### src/rtl/hazard_ctrl.sv
// Stall and forwarding controller for the five-stage MIPS pipeline.
// Tracks in-flight writers in an E/M/W scoreboard and compares them with D-stage descriptors.
module hazard_ctrl (
  input  logic       clk,
  input  logic       reset,
  input  logic [4:0] RsD,
  input  logic [4:0] RtD,
  input  logic [2:0] TuseRs,
  input  logic [2:0] TuseRt,
  input  logic [4:0] A3D,
  input  logic       WeD,
  input  logic [2:0] TnewD,
  output logic       Stall,
  output logic [1:0] FwdRsD,
  output logic [1:0] FwdRtD,
  output logic [1:0] FwdRsE,
  output logic [1:0] FwdRtE,
  output logic       FwdRtM
);

  logic [4:0] RsE, RtE, A3E;
  logic       WeE;
  logic [2:0] TnewE;
  logic [4:0] RtM, A3M;
  logic       WeM;
  logic [2:0] TnewM;
  logic [4:0] A3W;
  logic       WeW;

  logic live_e, live_m, live_w;
  logic rsd_e, rsd_m, rsd_w, rtd_e, rtd_m, rtd_w;
  logic rse_m, rse_w, rte_m, rte_w, rtm_w;

  always_ff @(posedge clk or posedge reset) begin
    if (reset) begin
      RsE   <= '0;
      RtE   <= '0;
      A3E   <= '0;
      WeE   <= 1'b0;
      TnewE <= '0;
      RtM   <= '0;
      A3M   <= '0;
      WeM   <= 1'b0;
      TnewM <= '0;
      A3W   <= '0;
      WeW   <= 1'b0;
    end else begin
      if (Stall) begin
        RsE   <= '0;
        RtE   <= '0;
        A3E   <= '0;
        WeE   <= 1'b0;
        TnewE <= '0;
      end else begin
        RsE   <= RsD;
        RtE   <= RtD;
        A3E   <= A3D;
        WeE   <= WeD;
        TnewE <= TnewD;
      end
      RtM   <= RtE;
      A3M   <= A3E;
      WeM   <= WeE;
      TnewM <= (TnewE == 3'd0) ? 3'd0 : TnewE - 3'd1;
      A3W   <= A3M;
      WeW   <= WeM;
    end
  end

  // Register 0 is never a live writer, so it can neither stall nor forward.
  always_comb begin
    live_e = WeE && (A3E != 5'd0);
    live_m = WeM && (A3M != 5'd0);
    live_w = WeW && (A3W != 5'd0);
    rsd_e  = live_e && (RsD == A3E);
    rsd_m  = live_m && (RsD == A3M);
    rsd_w  = live_w && (RsD == A3W);
    rtd_e  = live_e && (RtD == A3E);
    rtd_m  = live_m && (RtD == A3M);
    rtd_w  = live_w && (RtD == A3W);
    rse_m  = live_m && (RsE == A3M);
    rse_w  = live_w && (RsE == A3W);
    rte_m  = live_m && (RtE == A3M);
    rte_w  = live_w && (RtE == A3W);
    rtm_w  = live_w && (RtM == A3W);
  end

  always_comb begin
    Stall = (rsd_e && (TuseRs < TnewE)) || (rsd_m && (TuseRs < TnewM)) ||
            (rtd_e && (TuseRt < TnewE)) || (rtd_m && (TuseRt < TnewM));
  end

  // A newer match whose value is not ready yet yields 0 rather than falling back to an older stage.
  always_comb begin
    FwdRsD = rsd_e ? ((TnewE == 3'd0) ? 2'd3 : 2'd0) :
             rsd_m ? ((TnewM == 3'd0) ? 2'd2 : 2'd0) :
             rsd_w ? 2'd1 : 2'd0;
    FwdRtD = rtd_e ? ((TnewE == 3'd0) ? 2'd3 : 2'd0) :
             rtd_m ? ((TnewM == 3'd0) ? 2'd2 : 2'd0) :
             rtd_w ? 2'd1 : 2'd0;
    FwdRsE = rse_m ? ((TnewM == 3'd0) ? 2'd2 : 2'd0) :
             rse_w ? 2'd1 : 2'd0;
    FwdRtE = rte_m ? ((TnewM == 3'd0) ? 2'd2 : 2'd0) :
             rte_w ? 2'd1 : 2'd0;
    FwdRtM = rtm_w;
  end

endmodule

### config.mk
export PLATFORM = sky130hd
export DESIGN_NAME = hazard_ctrl
export DESIGN_NICKNAME = d
export VERILOG_FILES = /design/src/rtl/hazard_ctrl.sv
export SDC_FILE = /design/constraint.sdc
export NUM_CORES = 1
export LEC_CHECK = 0
export ABC_AREA = 0
export BUFFER_PORTS_ARGS = -buffer_cell sky130_fd_sc_hd__buf_4
export CAP_MARGIN = 20
export CELL_PAD_IN_SITES_DETAIL_PLACEMENT = 0
export CELL_PAD_IN_SITES_GLOBAL_PLACEMENT = 1
export CORE_MARGIN = 1.5
export CORE_UTILIZATION = 30
export DETAILED_ROUTE_END_ITERATION = 8
export MAX_ROUTING_LAYER = met4
export PLACE_DENSITY = 0.64
export SYNTH_ARGS = -nofsm -noshare
export SYNTH_HDL_FRONTEND = slang
export SYNTH_SLANG_ARGS = --single-unit
### constraint.sdc
create_clock -name clk -period 1.97 [get_ports clk]
set_clock_uncertainty 0.2 [all_clocks]
set_input_delay 0.197 -clock clk [delete_from_list [all_inputs] [get_ports clk]]
set_output_delay 0.197 -clock clk [all_outputs]
set_load 0.1 [all_outputs]
==> flow_metrics.env, run 1 <==
export IMPL_status="complete, but fails checks"
export IMPL_violations="negative setup slack"
export IMPL_gr_total_overflow=0
export IMPL_yosysWarnings=0
export IMPL_clockBufferDepth=2
export IMPL_wire_per_inst_um=14.3
export IMPL_final_cells=400
export IMPL_drt_initial_drc_count=63
export IMPL_dp_final_hpwl_um=4170
export IMPL_synth_cell_types=32
export IMPL_num_antenna_cells=0
export IMPL_vias_per_cell=4.42
export IMPL_finish_instance_area_um2=3610
export IMPL_cts_buffers=5
export IMPL_clk_pin_slew_ns=0.08
export IMPL_power_density_nw_per_um2=590
export IMPL_grt_max_degree=40
export IMPL_timing_final_ws_setup_ns=-0.699
export IMPL_rsz0062_at_grt="true"
export IMPL_coreArea_um2=6870
export IMPL_clk_latency_ns=0.29
export IMPL_worstHoldPathType="primary input to flip-flop"
export IMPL_hold_viol_final=0
export IMPL_synth_seq_area_share=0.451
export IMPL_syn2layout_area_growth_pct=66.6
export IMPL_drc=0
export IMPL_ios=37
export IMPL_dpl_cell_area_um2=2940
export IMPL_die_h_um=87.9
export IMPL_synthCells=200
export IMPL_grt_pass1_vias=1821
export IMPL_drive_above_1_share=0.464
export IMPL_maxSlewViolCount=0
export IMPL_synth_seq_cells=39
export IMPL_finalNetCount=340
export IMPL_reg2reg_from="A3E[3]$_DFF_PP0_"
export IMPL_rows=30
export IMPL_root_buffer="clkbuf_8"
export IMPL_track_usage=0.160
export IMPL_cts_max_level=2
export IMPL_layout_min_cycle_time_ns=2.67
export IMPL_antenna_left=0
export IMPL_syn_num_nets=237
export IMPL_slew_headroom=0.660
export IMPL_grt_antenna_before_repair=0
export IMPL_pre_cts_ws_ns=-0.437
export IMPL_path_max_fanout=3
export IMPL_port_buffers=36
export IMPL_drt_pre_antenna_iters=4
export IMPL_fmax_mhz=375
export IMPL_finalSetupViolations=29
export IMPL_drt_total_wl_um=5700
export IMPL_die_area_um2=7730
export IMPL_cp_end_kind="output port"
export IMPL_worst_pin_slew_ns=0.510
export IMPL_use_met3=0.0320
export IMPL_clock_sinks=39
export IMPL_p_total_mw=2.13
export IMPL_syn_area_um2=2160
export IMPL_synth_edf_count=0
export IMPL_synth_area_per_cell_um2=10.8
export IMPL_place_gp_congestion=0.804
export IMPL_synthFlopType="dfrtp_1"
export IMPL_top_usage_layer="met2"
export IMPL_grtUsageMet2=0.257
export IMPL_min_period_over_period=1.35
export IMPL_cts_tree="yes"
export IMPL_path_class="flip-flop to output port"
export IMPL_cp_required_ns=1.57
export IMPL_use_met1=0.203
export IMPL_cp_cell_sequence="or4_4 -> o211ai_1 -> buf_4 -> nor2_4 -> o31ai_4 -> buf_12"
export IMPL_fin_hold_ws_ns=0.0603
export IMPL_grt_pass1_wl_um=8980
export IMPL_hp_start="RtD[0]"
export IMPL_synthArstFlopShare=1.00
export IMPL_routed_via_count=1769
export IMPL_ir_drop_uv=297
export IMPL_slowest_delay_ns=0.58
export IMPL_startpoint_type="flip-flop"
export IMPL_cap_violations=0
export IMPL_critPathArrivalTime_ns=2.27
export IMPL_start_util=0.315
export IMPL_worstSetupStartpoint="A3M[1]$_DFF_PP0_"
export IMPL_leakagePower_nw=1.54
export IMPL_die_w_um=87.9
export IMPL_placed_cells=365
export IMPL_crit_slowest_cell="or4_4"
## what timing repair did
| item | in CTS | in global routing |
|---|---|---|
| pin swaps | 9 | 12 |
| gates cloned | 1 | 1 |
| resized for setup | 37 | 42 |
| setup buffers | 5 | 9 |
| hold buffers | 13 | 0 |
| endpoints found under the hold margin | 51 | 0 |
| setup endpoints to repair | 29 | 29 |
## layout make-up
class	instances	area, um^2
Multi-Input combinational cell	142	1370
Clock inverter	1	8.76
Clock buffer	7	86.3
Fill cell	620	3260
Timing Repair Buffer	108	1010
Inverter	7	31.3
Sequential cell	39	980
Tap cell	96	120
## through the flow
stage               utilization  setup TNS [ns]
floorplan                     -           -5.20
global placement          0.428           -7.71
detailed placement        0.428           -8.03
CTS                       0.486          -11.51
global route              0.525          -14.92
finish                    0.525          -12.02
## path summary, 6_finish.rpt
check                                           to  cells past startpoint  slack [ns]
worst max-delay path                     FwdRtD[0]                      6       -0.70
worst min-delay path              RtE[0]$_DFF_PP0_                      3        0.06
worst max register to register  TnewE[0]$_DFF_PP0_                     11       -0.45
worst min register to register       WeM$_DFF_PP0_                      0        0.24
max in group asynchronous         A3W[0]$_DFF_PP0_                      4        0.80
min in group asynchronous         A3E[0]$_DFF_PP0_                      4        0.39
## cells in the mapped netlist, types with 2 or more instances
cell type | instances | share of area
a2111oi_0 | 3 | 0.012
a21o_1 | 4 | 0.014
and2_1 | 19 | 0.055
and4_1 | 2 | 0.0081
buf_2 | 2 | 0.0046
clkbuf_1 | 7 | 0.012
dfrtp_1 | 39 | 0.45
ha_1 | 10 | 0.058
inv_1 | 6 | 0.010
nand2_1 | 3 | 0.0052
nand2b_1 | 4 | 0.012
nand3_1 | 4 | 0.0092
nand4_1 | 5 | 0.014
nor2_1 | 7 | 0.012
nor4_1 | 7 | 0.020
o211ai_1 | 2 | 0.0069
o211ai_2 | 2 | 0.012
o21ai_0 | 5 | 0.012
o31ai_1 | 2 | 0.0069
or4_1 | 2 | 0.0069
xnor2_1 | 35 | 0.14
xor2_1 | 20 | 0.081
## logic make-up (layout without fill, tap and decap cells)
family / Yosys count / after routing / synth area share
and+or+nand+nor: 57 / 57 / 0.160
buffers and inverters: 19 / 123 / 0.0393
DFF: 39 / 39 / 0.451
AOI/OAI and AO/OA: 20 / 20 / 0.0699
xor gates and xnor gates: 55 / 55 / 0.223
adders and majority gates: 10 / 10 / 0.0578
## cells in the final DEF, fill, tap and decap left out, types with 2 or more instances in the layout
master / Yosys / routed
nor4_1: 7 / 4
a21o_1: 4 / 4
nor2_1: 7 / 2
clkbuf_8: 0 / 6
xnor2_2: 0 / 3
dfrtp_2: 0 / 3
o31ai_4: 0 / 2
a2111oi_4: 0 / 2
ha_1: 10 / 10
inv_1: 6 / 6
nor2_4: 0 / 5
buf_6: 1 / 12
o21ai_4: 0 / 3
xor2_1: 20 / 20
and2_1: 19 / 18
or4_4: 1 / 3
nand2b_1: 4 / 4
xnor2_1: 35 / 31
o211ai_4: 0 / 2
buf_4: 1 / 73
o21ai_2: 0 / 2
dfrtp_1: 39 / 36
and4_4: 0 / 2
nor4_2: 1 / 3
buf_12: 0 / 9
dlygate4sd3_1: 0 / 13
o211ai_1: 2 / 2
nand3_1: 4 / 3
nand4_1: 5 / 5
## where the power goes
part / internal, mW / leakage [nW] / total (mW) / switching [mW]
sequential: 0.862 / 0.456 / 0.918 / 0.0559
combinational: 0.341 / 1.03 / 0.645 / 0.304
clock: 0.287 / 0.0484 / 0.565 / 0.278
total: 1.49 / 1.54 / 2.13 / 0.638
## critical path: cells and delay by family (launching register included)
family / cells / cell delay, ns
buffers and inverters: 2 / 0.40
AO/OA/AOI/OAI: 2 / 0.57
AND/OR/NAND/NOR: 2 / 0.63
flip-flops: 1 / 0.39
## state kept, by name, summed over array words and instances, names as in the netlist, 3 cells and up
| signal | count |
|---|---|
| RsE | 5 |
| RtM | 5 |
| A3M | 5 |
| TnewE | 3 |
| TnewM | 3 |
| A3W | 5 |
| A3E | 5 |
| RtE | 5 |
## layer usage
layer / share of wire / up-vias
met5: 0 / -
met2: 0.49 / 39
met3: 0.031 / 8
met4: 0.016 / 0
li1: - / 877
met1: 0.46 / 845
Note: power is estimated with default switching activity, not from simulation.
==> run 2, diff against run 1 <==
--- a/config.mk
+++ b/config.mk
@@ -8,13 +8,13 @@
 export ABC_AREA = 0
 export BUFFER_PORTS_ARGS = -buffer_cell sky130_fd_sc_hd__buf_4
 export CAP_MARGIN = 20
-export CELL_PAD_IN_SITES_DETAIL_PLACEMENT = 0
-export CELL_PAD_IN_SITES_GLOBAL_PLACEMENT = 1
+export CELL_PAD_IN_SITES_DETAIL_PLACEMENT = 2
+export CELL_PAD_IN_SITES_GLOBAL_PLACEMENT = 2
 export CORE_MARGIN = 1.5
 export CORE_UTILIZATION = 30
 export DETAILED_ROUTE_END_ITERATION = 8
 export MAX_ROUTING_LAYER = met4
-export PLACE_DENSITY = 0.64
+export PLACE_DENSITY = 0.75
 export SYNTH_ARGS = -nofsm -noshare
 export SYNTH_HDL_FRONTEND = slang
 export SYNTH_SLANG_ARGS = --single-unit
==> run 2 against run 1 <==
  * Clock power up 26%
  * First-iteration DRC count down 17%
  * Critical endpoint is now Stall
  * Sequential power increased by 1%
  * Critical path depth increased by 2
  * Largest cell class unchanged
  * The flow still finishes with violations (negative setup slack)
  * Register-to-register slack got worse by 0.16 ns
  * Utilization increased by 1.7 points
  * Flip-flop and latch count unchanged
  * Critical path type unchanged
  * Highest routed layer unchanged
  * Power grew 13%
  * Global-route usage rose by 11 points
==> flow_metrics.env, run 2 (synthesis gave the netlist of run 1 again) <==
export IMPL_layout_min_cycle_time_ns=2.76
export IMPL_finish_instance_area_um2=3720
export IMPL_worstSetupStartpoint="A3M[1]$_DFF_PP0_"
export IMPL_hp_start="RsD[0]"
export IMPL_gr_total_overflow=0
export IMPL_cts_tree="yes"
export IMPL_use_met1=0.254
export IMPL_drt_pre_antenna_iters=4
export IMPL_syn2layout_area_growth_pct=72.1
export IMPL_clockBufferDepth=2
export IMPL_fmax_mhz=363
export IMPL_dp_final_hpwl_um=5720
export IMPL_die_area_um2=7730
export IMPL_fin_hold_ws_ns=0.0144
export IMPL_power_share_combinational=0.316
export IMPL_min_period_over_period=1.40
export IMPL_cap_violations=0
export IMPL_worst_pin_slew_ns=0.543
export IMPL_vias_per_cell=4.88
export IMPL_track_usage=0.267
export IMPL_cp_required_ns=1.57
export IMPL_final_cells=408
export IMPL_finalSetupViolations=29
export IMPL_violations="negative setup slack"
export IMPL_worstHoldPathType="primary input to flip-flop"
export IMPL_root_buffer="clkbuf_8"
export IMPL_leakagePower_nw=1.60
export IMPL_startpoint_type="flip-flop"
export IMPL_power_density_nw_per_um2=644
export IMPL_num_antenna_cells=0
export IMPL_drc=0
export IMPL_antenna_left=0
export IMPL_seqPwrFrac=0.387
export IMPL_r2r_slack_ns=-0.61
export IMPL_final_common_cell="buf_4"
export IMPL_routed_via_count=1993
export IMPL_cts_max_level=2
export IMPL_switchingPower_mw=0.755
export IMPL_grt_max_degree=40
export IMPL_die_w_um=87.9
export IMPL_start_util=0.315
export IMPL_top_usage_layer="met2"
export IMPL_cts_buffers=5
export IMPL_coreArea_um2=6870
export IMPL_drive_above_1_share=0.497
export IMPL_p_int_mw=1.64
export IMPL_most_common_layout_cells="buf_4, dfrtp_1, xnor2_1"
export IMPL_clk_latency_ns=0.30
export IMPL_clk_pin_slew_ns=0.08
export IMPL_grt_antenna_before_repair=0
export IMPL_grt_pass1_wl_um=14100
export IMPL_drt_total_wl_um=9600
export IMPL_timing_final_ws_setup_ns=-0.788
export IMPL_maxSlewViolCount=0
export IMPL_p_clk_frac=0.298
export IMPL_hold_viol_final=0
export IMPL_path_max_fanout=3
export IMPL_placed_cells=370
export IMPL_port_buffers=36
export IMPL_dpl_cell_area_um2=2970
export IMPL_die_h_um=87.9
export IMPL_cp_end_kind="output port"
export IMPL_rsz0062_at_grt="true"
export IMPL_drt_initial_drc_count=52
export IMPL_path_class="flip-flop to output port"
export IMPL_wire_per_inst_um=23.5
export IMPL_rows=30
export IMPL_place_gp_congestion=0.893
export IMPL_finalNetCount=348
export IMPL_critPathArrivalTime_ns=2.36
export IMPL_reg2reg_from="A3M[1]$_DFF_PP0_"
export IMPL_clock_sinks=39
export IMPL_use_met3=0.0405
export IMPL_grt_pass1_vias=2395
export IMPL_switching_share=0.315
export IMPL_grtUsageMet2=0.526
export IMPL_status="complete, but fails checks"
export IMPL_ios=37
export IMPL_slew_headroom=0.638
export IMPL_ir_drop_uv=354
## run 2: stage by stage
step                setup WS, ns  TNS [ns]  power [mW]  utilization
detailed placement        -0.590    -13.34        1.49        0.433
global placement          -0.399     -8.35        1.45        0.433
floorplan                 -0.587     -5.20        1.23            -
CTS                       -0.760    -18.50        2.32        0.527
finish                    -0.788    -17.89        2.40        0.542
global route              -0.884    -20.08        2.48        0.542
## run 2: final cells by class
| type | instances | area (um^2) |
|---|---|---|
| fillers | 665 | 3140 |
| multi-input cells | 142 | 1410 |
| repair buffers | 116 | 1070 |
| flip-flops and latches | 39 | 980 |
| well taps | 96 | 120 |
| clock buffers | 6 | 82.6 |
| clock inverters | 2 | 35.0 |
| inverters | 7 | 31.3 |
## run 2: power groups by stage
stage	clock, mW	combinational, mW	sequential (mW)
2_1_floorplan	0	0.318	0.912
3_3_place_gp	0	0.520	0.932
3_5_place_dp	0	0.554	0.938
4_1_cts	0.710	0.689	0.920
5_1_grt	0.751	0.798	0.935
6_report	0.714	0.757	0.927
## run 2: repair_timing
item / in CTS / in global routing
buffers inserted: 14 / 3
hold buffers: 14 / 0
pin swaps: 10 / 11
hold endpoints to repair: 52 / 0
cloned: 2 / 0
resized for setup: 66 / 21
setup endpoints to repair: 29 / 29
## run 2: worst max-delay path, cell delays in order (launching register included)
cell,delay (ns)
dfrtp_1,0.42
or4_4,0.57
buf_6,0.14
o211ai_4,0.20
a2111oi_4,0.06
nor4_2,0.29
buf_4,0.19
inv_6,0.03
buf_12,0.15
## run 2: worst paths after layout
path / to / cells past startpoint
min in group asynchronous: WeE$_DFF_PP0_ / 4
max in group asynchronous: A3W[0]$_DFF_PP0_ / 4
min: RsE[0]$_DFF_PP0_ / 2
min reg2reg: RtM[4]$_DFF_PP0_ / 0
max: Stall / 8
max reg2reg: WeE$_DFF_PP0_ / 11
## run 2: per-layer routing
metal  wire, um  part of all wire  up-vias
li1           -                 -      889
met1       3490              0.36     1018
met2       5640              0.59       61
met3        209             0.022       25
met4        252             0.026        0
met5          0                 0        -
